`src/rtl/iob2axi_rd_burst_if.sv`:
```
// AXI4 read-address and read-data channels between the burst read master and the interconnect.
interface iob2axi_rd_burst_if #(
  parameter int unsigned ADDR_W   = 32,
  parameter int unsigned DATA_W   = 32,
  parameter int unsigned AXI_ID_W = 1
);
  logic [AXI_ID_W-1:0] arid;
  logic [ADDR_W-1:0]   araddr;
  logic [7:0]          arlen;
  logic [2:0]          arsize;
  logic [1:0]          arburst;
  logic                arlock;
  logic [3:0]          arcache;
  logic [2:0]          arprot;
  logic [3:0]          arqos;
  logic                arvalid;
  logic                arready;
  logic [AXI_ID_W-1:0] rid;
  logic [DATA_W-1:0]   rdata;
  logic [1:0]          rresp;
  logic                rlast;
  logic                rvalid;
  logic                rready;

  modport master (
    output arid, araddr, arlen, arsize, arburst, arlock, arcache, arprot, arqos, arvalid, rready,
    input  arready, rid, rdata, rresp, rlast, rvalid
  );

  modport slave (
    input  arid, araddr, arlen, arsize, arburst, arlock, arcache, arprot, arqos, arvalid, rready,
    output arready, rid, rdata, rresp, rlast, rvalid
  );
endinterface

```
`src/rtl/iob2axi_rd_burst.sv`:
```
// Native-to-AXI4 read master: splits one (addr, length) command into INCR bursts of at most
// MAX_BURST beats that never cross a 4 KB boundary, streaming read words to the native sink.
module iob2axi_rd_burst #(
  parameter int unsigned ADDR_W    = 32,
  parameter int unsigned DATA_W    = 32,
  parameter int unsigned CNT_W     = 16,
  parameter int unsigned MAX_BURST = 16,
  parameter int unsigned AXI_ID_W  = 1
) (
  input  logic                 clk,
  input  logic                 rst,
  input  logic                 run,
  input  logic [ADDR_W-1:0]    addr,
  input  logic [CNT_W-1:0]     length,
  output logic                 ready,
  output logic                 error,
  input  logic                 s_valid,
  output logic [DATA_W-1:0]    s_rdata,
  output logic                 s_ready,
  iob2axi_rd_burst_if.master   m_axi
);

  localparam int unsigned BytesPerBeat = DATA_W / 8;
  localparam int unsigned SizeLg       = $clog2(BytesPerBeat);
  localparam int unsigned LenW         = (CNT_W + 1 > 13) ? CNT_W + 1 : 13;

  typedef enum logic [1:0] {StIdle, StAddr, StData} state_e;

  state_e              state_q, state_d;
  logic [ADDR_W-1:0]   cur_addr_q, cur_addr_d;
  logic [ADDR_W-1:0]   araddr_q, araddr_d;
  logic [CNT_W:0]      remaining_q, remaining_d;
  logic [7:0]          beat_cnt_q, beat_cnt_d;
  logic [7:0]          arlen_q, arlen_d;
  logic                arvalid_q, arvalid_d;
  logic                error_q, error_d;
  logic                s_ready_q, s_ready_d;
  logic [DATA_W-1:0]   s_rdata_q, s_rdata_d;

  logic                rready;
  logic                beat;
  logic                load_ar;
  logic [12:0]         beats_to_4k;
  logic [LenW-1:0]     burst_len;
  logic [LenW-1:0]     burst_len_m1;

  assign rready = s_valid & (state_q == StData);
  assign beat   = m_axi.rvalid & rready;

  always_comb begin
    state_d      = state_q;
    cur_addr_d   = cur_addr_q;
    remaining_d  = remaining_q;
    beat_cnt_d   = beat_cnt_q;
    arvalid_d    = arvalid_q;
    araddr_d     = araddr_q;
    arlen_d      = arlen_q;
    error_d      = error_q;
    s_rdata_d    = s_rdata_q;
    s_ready_d    = 1'b0;
    load_ar      = 1'b0;
    beats_to_4k  = '0;
    burst_len    = '0;
    burst_len_m1 = '0;

    unique case (state_q)
      StIdle: begin
        if (run) begin
          cur_addr_d  = addr;
          remaining_d = {1'b0, length} + (CNT_W + 1)'(1);
          error_d     = 1'b0;
          state_d     = StAddr;
          load_ar     = 1'b1;
        end
      end
      StAddr: begin
        if (m_axi.arready) begin
          arvalid_d  = 1'b0;
          beat_cnt_d = arlen_q;
          state_d    = StData;
        end
      end
      StData: begin
        if (beat) begin
          s_rdata_d   = m_axi.rdata;
          s_ready_d   = 1'b1;
          remaining_d = remaining_q - (CNT_W + 1)'(1);
          cur_addr_d  = cur_addr_q + ADDR_W'(BytesPerBeat);
          beat_cnt_d  = beat_cnt_q - 8'd1;
          // rlast is only cross-checked; beat_cnt alone ends the burst
          if ((m_axi.rresp != 2'b00) || (m_axi.rlast != (beat_cnt_q == 8'd0))) begin
            error_d = 1'b1;
          end
          if (beat_cnt_q == 8'd0) begin
            if (remaining_d == '0) begin
              state_d = StIdle;
            end else begin
              state_d = StAddr;
              load_ar = 1'b1;
            end
          end
        end
      end
      default: state_d = StIdle;
    endcase

    // Next burst is sized from the address/count it will start at
    beats_to_4k = (13'd4096 - {1'b0, cur_addr_d[11:0]}) >> SizeLg;
    burst_len   = LenW'(remaining_d);
    if (burst_len > LenW'(MAX_BURST)) burst_len = LenW'(MAX_BURST);
    if (burst_len > LenW'(beats_to_4k)) burst_len = LenW'(beats_to_4k);
    burst_len_m1 = burst_len - LenW'(1);

    if (load_ar) begin
      arvalid_d = 1'b1;
      araddr_d  = cur_addr_d;
      arlen_d   = burst_len_m1[7:0];
    end
  end

  always_ff @(posedge clk or posedge rst) begin
    if (rst) begin
      state_q     <= StIdle;
      cur_addr_q  <= '0;
      remaining_q <= '0;
      beat_cnt_q  <= '0;
      arvalid_q   <= 1'b0;
      araddr_q    <= '0;
      arlen_q     <= '0;
      error_q     <= 1'b0;
      s_rdata_q   <= '0;
      s_ready_q   <= 1'b0;
    end else begin
      state_q     <= state_d;
      cur_addr_q  <= cur_addr_d;
      remaining_q <= remaining_d;
      beat_cnt_q  <= beat_cnt_d;
      arvalid_q   <= arvalid_d;
      araddr_q    <= araddr_d;
      arlen_q     <= arlen_d;
      error_q     <= error_d;
      s_rdata_q   <= s_rdata_d;
      s_ready_q   <= s_ready_d;
    end
  end

  assign ready   = (state_q == StIdle);
  assign error   = error_q;
  assign s_rdata = s_rdata_q;
  assign s_ready = s_ready_q;

  assign m_axi.arid    = '0;
  assign m_axi.araddr  = araddr_q;
  assign m_axi.arlen   = arlen_q;
  assign m_axi.arsize  = 3'(SizeLg);
  assign m_axi.arburst = 2'b01;
  assign m_axi.arlock  = 1'b0;
  assign m_axi.arcache = 4'd2;
  assign m_axi.arprot  = 3'd2;
  assign m_axi.arqos   = 4'd0;
  assign m_axi.arvalid = arvalid_q;
  assign m_axi.rready  = rready;

endmodule

```
`src/flat_wrapper.sv`:
```
// flat-port wrapper written by rule: the top's interface ports become plain ports
module iob2axi_rd_burst_flat 
#(
  parameter int unsigned ADDR_W    = 32,
  parameter int unsigned DATA_W    = 32,
  parameter int unsigned CNT_W     = 16,
  parameter int unsigned MAX_BURST = 16,
  parameter int unsigned AXI_ID_W  = 1
)
  (clk, rst, run, addr, length, ready, error, s_valid, s_rdata, s_ready, m_axi_arid, m_axi_araddr, m_axi_arlen, m_axi_arsize, m_axi_arburst, m_axi_arlock, m_axi_arcache, m_axi_arprot, m_axi_arqos, m_axi_arvalid, m_axi_rready, m_axi_arready, m_axi_rid, m_axi_rdata, m_axi_rresp, m_axi_rlast, m_axi_rvalid);
  iob2axi_rd_burst_if #(.ADDR_W(ADDR_W), .DATA_W(DATA_W), .AXI_ID_W(AXI_ID_W)) m_axi_i ();
  input  logic clk;
  input  logic rst;
  input  logic run;
  input  logic [ADDR_W-1:0] addr;
  input  logic [CNT_W-1:0] length;
  output logic ready;
  output logic error;
  input  logic s_valid;
  output logic [DATA_W-1:0] s_rdata;
  output logic s_ready;
  output wire logic [$bits(m_axi_i.arid)-1:0] m_axi_arid;
  output wire logic [$bits(m_axi_i.araddr)-1:0] m_axi_araddr;
  output wire logic [$bits(m_axi_i.arlen)-1:0] m_axi_arlen;
  output wire logic [$bits(m_axi_i.arsize)-1:0] m_axi_arsize;
  output wire logic [$bits(m_axi_i.arburst)-1:0] m_axi_arburst;
  output wire logic [$bits(m_axi_i.arlock)-1:0] m_axi_arlock;
  output wire logic [$bits(m_axi_i.arcache)-1:0] m_axi_arcache;
  output wire logic [$bits(m_axi_i.arprot)-1:0] m_axi_arprot;
  output wire logic [$bits(m_axi_i.arqos)-1:0] m_axi_arqos;
  output wire logic [$bits(m_axi_i.arvalid)-1:0] m_axi_arvalid;
  output wire logic [$bits(m_axi_i.rready)-1:0] m_axi_rready;
  input wire logic [$bits(m_axi_i.arready)-1:0] m_axi_arready;
  input wire logic [$bits(m_axi_i.rid)-1:0] m_axi_rid;
  input wire logic [$bits(m_axi_i.rdata)-1:0] m_axi_rdata;
  input wire logic [$bits(m_axi_i.rresp)-1:0] m_axi_rresp;
  input wire logic [$bits(m_axi_i.rlast)-1:0] m_axi_rlast;
  input wire logic [$bits(m_axi_i.rvalid)-1:0] m_axi_rvalid;
  assign m_axi_arid = m_axi_i.arid;
  assign m_axi_araddr = m_axi_i.araddr;
  assign m_axi_arlen = m_axi_i.arlen;
  assign m_axi_arsize = m_axi_i.arsize;
  assign m_axi_arburst = m_axi_i.arburst;
  assign m_axi_arlock = m_axi_i.arlock;
  assign m_axi_arcache = m_axi_i.arcache;
  assign m_axi_arprot = m_axi_i.arprot;
  assign m_axi_arqos = m_axi_i.arqos;
  assign m_axi_arvalid = m_axi_i.arvalid;
  assign m_axi_rready = m_axi_i.rready;
  assign m_axi_i.arready = m_axi_arready;
  assign m_axi_i.rid = m_axi_rid;
  assign m_axi_i.rdata = m_axi_rdata;
  assign m_axi_i.rresp = m_axi_rresp;
  assign m_axi_i.rlast = m_axi_rlast;
  assign m_axi_i.rvalid = m_axi_rvalid;
  iob2axi_rd_burst #(.ADDR_W(ADDR_W), .DATA_W(DATA_W), .CNT_W(CNT_W), .MAX_BURST(MAX_BURST), .AXI_ID_W(AXI_ID_W)) u_core (.clk(clk), .rst(rst), .run(run), .addr(addr), .length(length), .ready(ready), .error(error), .s_valid(s_valid), .s_rdata(s_rdata), .s_ready(s_ready), .m_axi(m_axi_i));
endmodule
```
`config.mk`:
```
export PLATFORM = sky130hd
export DESIGN_NAME = iob2axi_rd_burst_flat
export DESIGN_NICKNAME = d
export VERILOG_FILES = /design/src/rtl/iob2axi_rd_burst_if.sv /design/src/rtl/iob2axi_rd_burst.sv /design/src/flat_wrapper.sv
export SDC_FILE = /design/constraint.sdc
export NUM_CORES = 1
export LEC_CHECK = 0
export ABC_AREA = 1
export CAP_MARGIN = 0
export CORE_ASPECT_RATIO = 1.75
export CORE_MARGIN = 2
export CORE_UTILIZATION = 40
export CTS_CLUSTER_SIZE = 28
export DETAILED_ROUTE_END_ITERATION = 10
export DONT_BUFFER_PORTS = 1
export PLACE_DENSITY_LB_ADDON = 0.3
export SLEW_MARGIN = 20
export SYNTH_ARGS = -nofsm -noshare
export SYNTH_HDL_FRONTEND = slang
export SYNTH_SLANG_ARGS = --single-unit
export TNS_END_PERCENT = 20
```
`constraint.sdc`:
```
create_clock -name clk -period 4.35 [get_ports clk]
set_input_delay 0.87 -clock clk [delete_from_list [all_inputs] [get_ports clk]]
set_output_delay 0.87 -clock clk [all_outputs]
set_load 0.05 [all_outputs]
```
* Word-level counts from Yosys, hierarchy flattened
Cells that the tools add are included.
Storage, ports and cells: output and inout port bits 95, flip-flop bits (word level) 134, bits of input ports 90, word-level logic and storage cells 73
Cells by class: muxes and demuxes 31, magnitude comparators 2, equal/unequal tests 8, add/subtract/negate cells 6, reductions and logical operators 14, bitwise gates (word level) 2
Operator list (count):
- 32-bit 2-to-1 mux | 2
- 32-bit case mux with 2 select lines | 1
- 17-bit 2-to-1 mux | 3
- 17-bit case mux with 2 select lines | 1
- 32-bit by 3-bit adder with 32-bit output (second input constant) | 1
- 8-bit 2-to-1 mux | 3
- 16-bit by 1-bit adder with 17-bit output (second input constant) | 1
- 17-bit by 11-bit > comparator with 1-bit output | 1
- 17-bit by 5-bit > comparator with 1-bit output (second input constant) | 1
- 17-bit logical NOT | 1
- 17-bit by 1-bit subtractor with 17-bit output (second input constant) | 1
- 8-bit case mux with 2 select lines | 1
- 8-bit by 1-bit subtractor with 8-bit output (second input constant) | 2
- 1-bit 2-to-1 mux | 13
- 13-bit by 12-bit subtractor with 13-bit output (first input constant) | 1
- 2-bit nonzero test | 5
- 8-bit logical NOT | 1
- 2-bit 2-to-1 mux | 4
- 2-bit != test (second input constant) | 4
- 4-bit AND reduction | 2
- 2-bit case mux with 3 select lines | 1
- 1-bit case mux with 2 select lines | 2
- 2-bit AND reduction | 2
- 3-bit AND reduction | 1
- 7 further kinds | 8

* Longest topological paths before layout
word-level depth 10, mapped depth 34

* Worst setup path before layout
Ideal clock, no wire load.
path kind register to register, start point register u_core.state_q[0], end point register u_core.arlen_q[6], in the netlist u_core.m_axi.arlen[6], data arrival time 4216 ps, slack 16 ps, setup time 118 ps, buffers on the path 1, cell stages (with the launch flop) 31, path through dfrtp_1 > nor2_2 > nand2_2 > buf_6 > nand2_2 > nand2_2 > nor2_2 > nand3_2 > nor2_4 > nand3_1 > nor2_1 > nand2_1 > xnor2_1 > ha_1 > nand2_1 > nor2_1 > o21ai_0 > o2111ai_1 > nand3_1 > nand2_1 > nand2_1 > clkinv_1 > nand2_1 > nand2_1 > inv_1 > ha_1 > nand2_1 > nor2_2 > nand3_1 > nand3_1 > nand2_1
On the way: elaborated cells between the ends (all ways) 16
RTL lines:
- start, declared | RTL line iob2axi_rd_burst.sv:29 | state_e state_q, state_d;
- start signal, assigned | RTL line iob2axi_rd_burst.sv:123 | state_q <= StIdle;
- start signal, assigned | RTL line iob2axi_rd_burst.sv:134 | state_q <= state_d;
- 2-bit logical NOT *
- net ready | RTL line flat_wrapper.sv:17 | output logic ready;
- 32-bit case mux with 2 select lines * | RTL line iob2axi_rd_burst.sv:66 | unique case (state_q)
- net u_core.cur_addr_d[0] | RTL line iob2axi_rd_burst.sv:30 | logic [ADDR_W-1:0] cur_addr_q, cur_addr_d;
- 13-bit by 12-bit subtractor with 13-bit output * | RTL line iob2axi_rd_burst.sv:108 | beats_to_4k = (13'd4096 - {1'b0, cur_addr_d[11:0]}) >> SizeLg;
- 17-bit by 11-bit > comparator with 1-bit output | RTL line iob2axi_rd_burst.sv:111 | if (burst_len > LenW'(beats_to_4k)) burst_len = LenW'(beats_to_4k);
- 8-bit 2-to-1 mux * | RTL line iob2axi_rd_burst.sv:111
- 8-bit by 1-bit subtractor with 8-bit output * | RTL line iob2axi_rd_burst.sv:112 | burst_len_m1 = burst_len - LenW'(1);
- end signal, assigned | RTL line iob2axi_rd_burst.sv:140 | arlen_q <= arlen_d;
- end, declared | RTL line iob2axi_rd_burst.sv:34 | logic [7:0] arlen_q, arlen_d;
The timed path passes the listed nets; every way through them passes the cells marked *. A chain may end at the register's enable or synchronous reset.

* Final worst setup path
start point register u_core.state_q[0], end point register u_core.arlen_q[6], in the netlist u_core.m_axi.arlen[6]
On the way: elaborated cells between the ends (all ways) 16
RTL lines:
- 2-bit == test | RTL line iob2axi_rd_burst.sv:47, iob2axi_rd_burst.sv:66
- 1-bit bitwise AND | RTL line iob2axi_rd_burst.sv:47 | assign rready = s_valid & (state_q == StData);
- 1-bit bitwise AND | RTL line iob2axi_rd_burst.sv:48 | assign beat = m_axi.rvalid & rready;
- 32-bit 2-to-1 mux | RTL line iob2axi_rd_burst.sv:84 | if (beat) begin
- 32-bit case mux with 2 select lines * | RTL line iob2axi_rd_burst.sv:66
- net u_core.cur_addr_d[1] | RTL line iob2axi_rd_burst.sv:30
- 13-bit by 12-bit subtractor with 13-bit output * | RTL line iob2axi_rd_burst.sv:108
- 17-bit by 11-bit > comparator with 1-bit output | RTL line iob2axi_rd_burst.sv:111
- 8-bit 2-to-1 mux * | RTL line iob2axi_rd_burst.sv:111
- 8-bit by 1-bit subtractor with 8-bit output * | RTL line iob2axi_rd_burst.sv:112
Marked as above.

==> flow_summary.yaml <==
drt:
  antenna_left: 0
  drtIter0Drc: 422
  first_pass_iters: 5
  wl_met3_um: 1450
  dr.max_layer_used: "met4"
  num_vias: 7640
  finalWirelength_um: 24500
  via_per_inst: 5.21
  drc_errors: 0
  wl_met2_um: 13800
  met1_length_um: 8510
  wl_per_cell_um: 16.7
floorplanning:
  die_h_um: 193
  core_um2: 20200
  dieArea_um2: 21600
  start_util_pct: 40.5
  num_rows: 69
  die-width_um: 112
  boundaryPins: 185
synth:
  synth_xor_area_share_pct: 1.39
  async_flop_share_pct: 100
  synthFlopType: "dfrtp_1"
  synthMuxAreaShare_pct: 0
  synth_area_leaders: "dfrtp_1 41%, nand2_1 17%, nor2_1 5.8%, inv_1 5.5%, nand3_1 4.8%"
  synth-simple-area-share_pct: 33.9
  synth_edf_count: 0
  synth_fa_ha_area_share_pct: 2.60
  synth_area_um2: 8170
  yosysTopAreaCell: "dfrtp_1"
  yosys.area.top_type_share_pct: 41.0
  synth_top_family_by_area: "simple AND/OR/NAND/NOR gates"
  synth_cell_types: 52
  synth_common_cells: "369 x nand2_1, 134 x dfrtp_1, 127 x nor2_1"
  yosysWarnings: 0
  syn_inst: 1142
  synth_compound_area_share_pct: 11.7
  yosysMostFrequentCell: "nand2_1"
  ys_seq_area_share_pct: 41.0
  avgSynthCellArea_um2: 7.16
  ys_ff_latch: 134
grt:
  antenna_found_initial: 0
  grt_pass1_wl_um: 39300
  overflow: 0
  grt_usage_pct: 23.2
  grt_pass1_vias: 7691
  grt_max_degree: 135
cells_and_area:
  fillers: 2024
  layout-drive-gt1-share_pct: 13.8
  layout.cells.non_filler: 1467
  multi_input_area_um2: 4220
  utilization_pct: 47.4
  diodes: 0
  seqCellArea_um2: 3360
  nNetsFinal: 1313
  final_cell_area_um2: 9580
  syn_to_final_growth_pct: 17.2
power_and_ir_drop:
  irDropWorstVdd_uv: 527
  pwr-share-comb_pct: 40.7
  p_seq_share_pct: 41.1
  finalPower_mw: 8.44
  p_sw_share_pct: 51.9
  leakage_nw: 4.84
  intPower_mw: 4.06
  p_per_area_nw_per_um2: 882
  clockPowerShare_pct: 18.2
  p_sw_mw: 4.38
critical_path:
  slowest_stage: "dfrtp_2"
  r2r_setup_slack_ps: 340
  crit_path_max_incr_delay_ps: 470
  cp.arrival_ps: 4320
  critPathLaunchType: "register"
  cp.required_ps: 4670
  cp-end-kind: "register"
  crit_fanout: 10
  critical_path_class: "register to register"
  cp_common_cell: "nand2_1"
sta:
  fin_tns_setup_ps: 0
  fin_crit_ps: 4010
  relSlewSlack_pct: 51.7
  skew_ps: 11.5
  finalSetupViolCount: 0
  hold-worst-slack_ps: 495
  fin_ws_ps: 343
  tightest_slew_ps: 724
  max_freq_mhz: 250
  fin_crit_sh_pct: 92.1
  final_max_slew_viol_count: 0
  hold_viol_final: 0
clocking:
  cts_root_buf: "clkbuf_16"
  clk-insertion-delay-late_ps: 430
  cts_tree: "done"
  hold_buffers: 0
  cts_buffers: 17
  htreeDepth: 4
  clkTransAtPathRegs_ps: 60
  numClockSinks: 134
  clockBufferDepth: 2
placed_design:
  port_buffers: 0
  place_congestion: 0.929
  post-place-ws_ps: -152
  dpl-instance-area_um2: 8830
  dp.cells: 1432
  hpwl_um: 18800
outcome:
  outcome: "finished, final reports clean"
min_path:
  worstHoldPathType: "register to register"
run:
  drv_cap: 0
-- logic make-up (layout without fill, tap and decap cells) --
family,count (synthesis),in the layout
AO/OA/AOI/OAI,155,155
adder cells (fa/ha/maj),17,17
flip-flops,134,134
XOR/XNOR,13,13
buffers and inverters,174,229
AND/OR/NAND/NOR,647,647
other,2,24
-- cell usage in the layout (no fill, tap or decap), types with 3 or more instances in the layout --
master / n
clkbuf_16: 17
nor2_2: 17
nand4_1: 15
buf_4: 68
inv_6: 3
ha_1: 17
a21oi_1: 22
a221oi_1: 3
inv_2: 4
o31ai_1: 5
inv_1: 118
buf_12: 3
nor4_1: 5
o21ai_0: 52
conb_1: 24
nand3b_1: 5
nor2_4: 7
dfrtp_1: 132
xor2_1: 9
bufinv_16: 4
xnor2_1: 4
a31oi_1: 20
a22oi_1: 23
o211ai_1: 3
nand3_2: 6
nand2_2: 14
nor2_1: 116
clkinv_4: 4
nor3_1: 10
nand3_1: 78
nand2_1: 363
o21ai_1: 10
-- routing by layer --
metal  vias up  global-route usage, %
li1       3798                      -
met1      3575                   23.4
met2       221                   44.9
met3        46                   5.75
met4         0                   10.3
met5         -                      0
-- power by group through the flow --
stage	registers, mW	logic (mW)	clock network (mW)
after global routing	3.55	3.93	1.63
after global placement	3.49	3.26	0
after detailed placement	3.49	3.33	0
after CTS	3.47	3.35	1.58
final	3.47	3.44	1.54
after floorplan	3.30	2.30	0
-- worst max-delay path: cells and delay by family, from the launching register on --
family	cells	cell delay [ps]
adders and majority gates	2	470
DFF	1	470
buffers and inverters	3	470
xor gates and xnor gates	1	150
AOI/OAI and AO/OA	1	120
and+or+nand+nor	23	2180
-- area by class of cell --
| class | count | share of cell area, % |
|---|---|---|
| multi-input cells | 856 | 44.0 |
| flip-flops and latches | 134 | 35.0 |
| repair buffers | 73 | 6.19 |
| inverters | 124 | 4.93 |
| clock buffers | 18 | 4.48 |
| well taps | 248 | 3.24 |
| clock inverters | 14 | 2.08 |
-- path summary, 6_finish.rpt --
kind	start	to	depth (start not counted)
worst max-delay path	u_core.state_q[0]	u_core.m_axi.arlen[6]	30
worst min register to register	u_core.beat_cnt_q[4]	u_core.beat_cnt_q[4]	2
worst min-delay path	u_core.beat_cnt_q[4]	u_core.beat_cnt_q[4]	2
worst max register to register	u_core.state_q[0]	u_core.m_axi.arlen[6]	30
min in group asynchronous	rst	u_core.m_axi.araddr[31]	2
max in group asynchronous	rst	u_core.m_axi.araddr[8]	2
-- what timing repair did --
action                                  in CTS  in global routing
endpoints found under the setup margin       0                  7
gates resized for setup                      0                 31
hold endpoints to repair                     0                  0
setup buffers                                0                  3
-- state kept, by name, summed over array words and instances, names as in the netlist --
signal                flops
u_core.error              1
u_core.beat_cnt_q         8
u_core.s_ready            1
u_core.cur_addr_q        32
u_core.m_axi.arlen        8
u_core.m_axi.araddr      32
u_core.s_rdata           32
u_core.state_q            2
u_core.remaining_q       17
u_core.m_axi.arvalid      1
(Power assumes the default switching activity.)
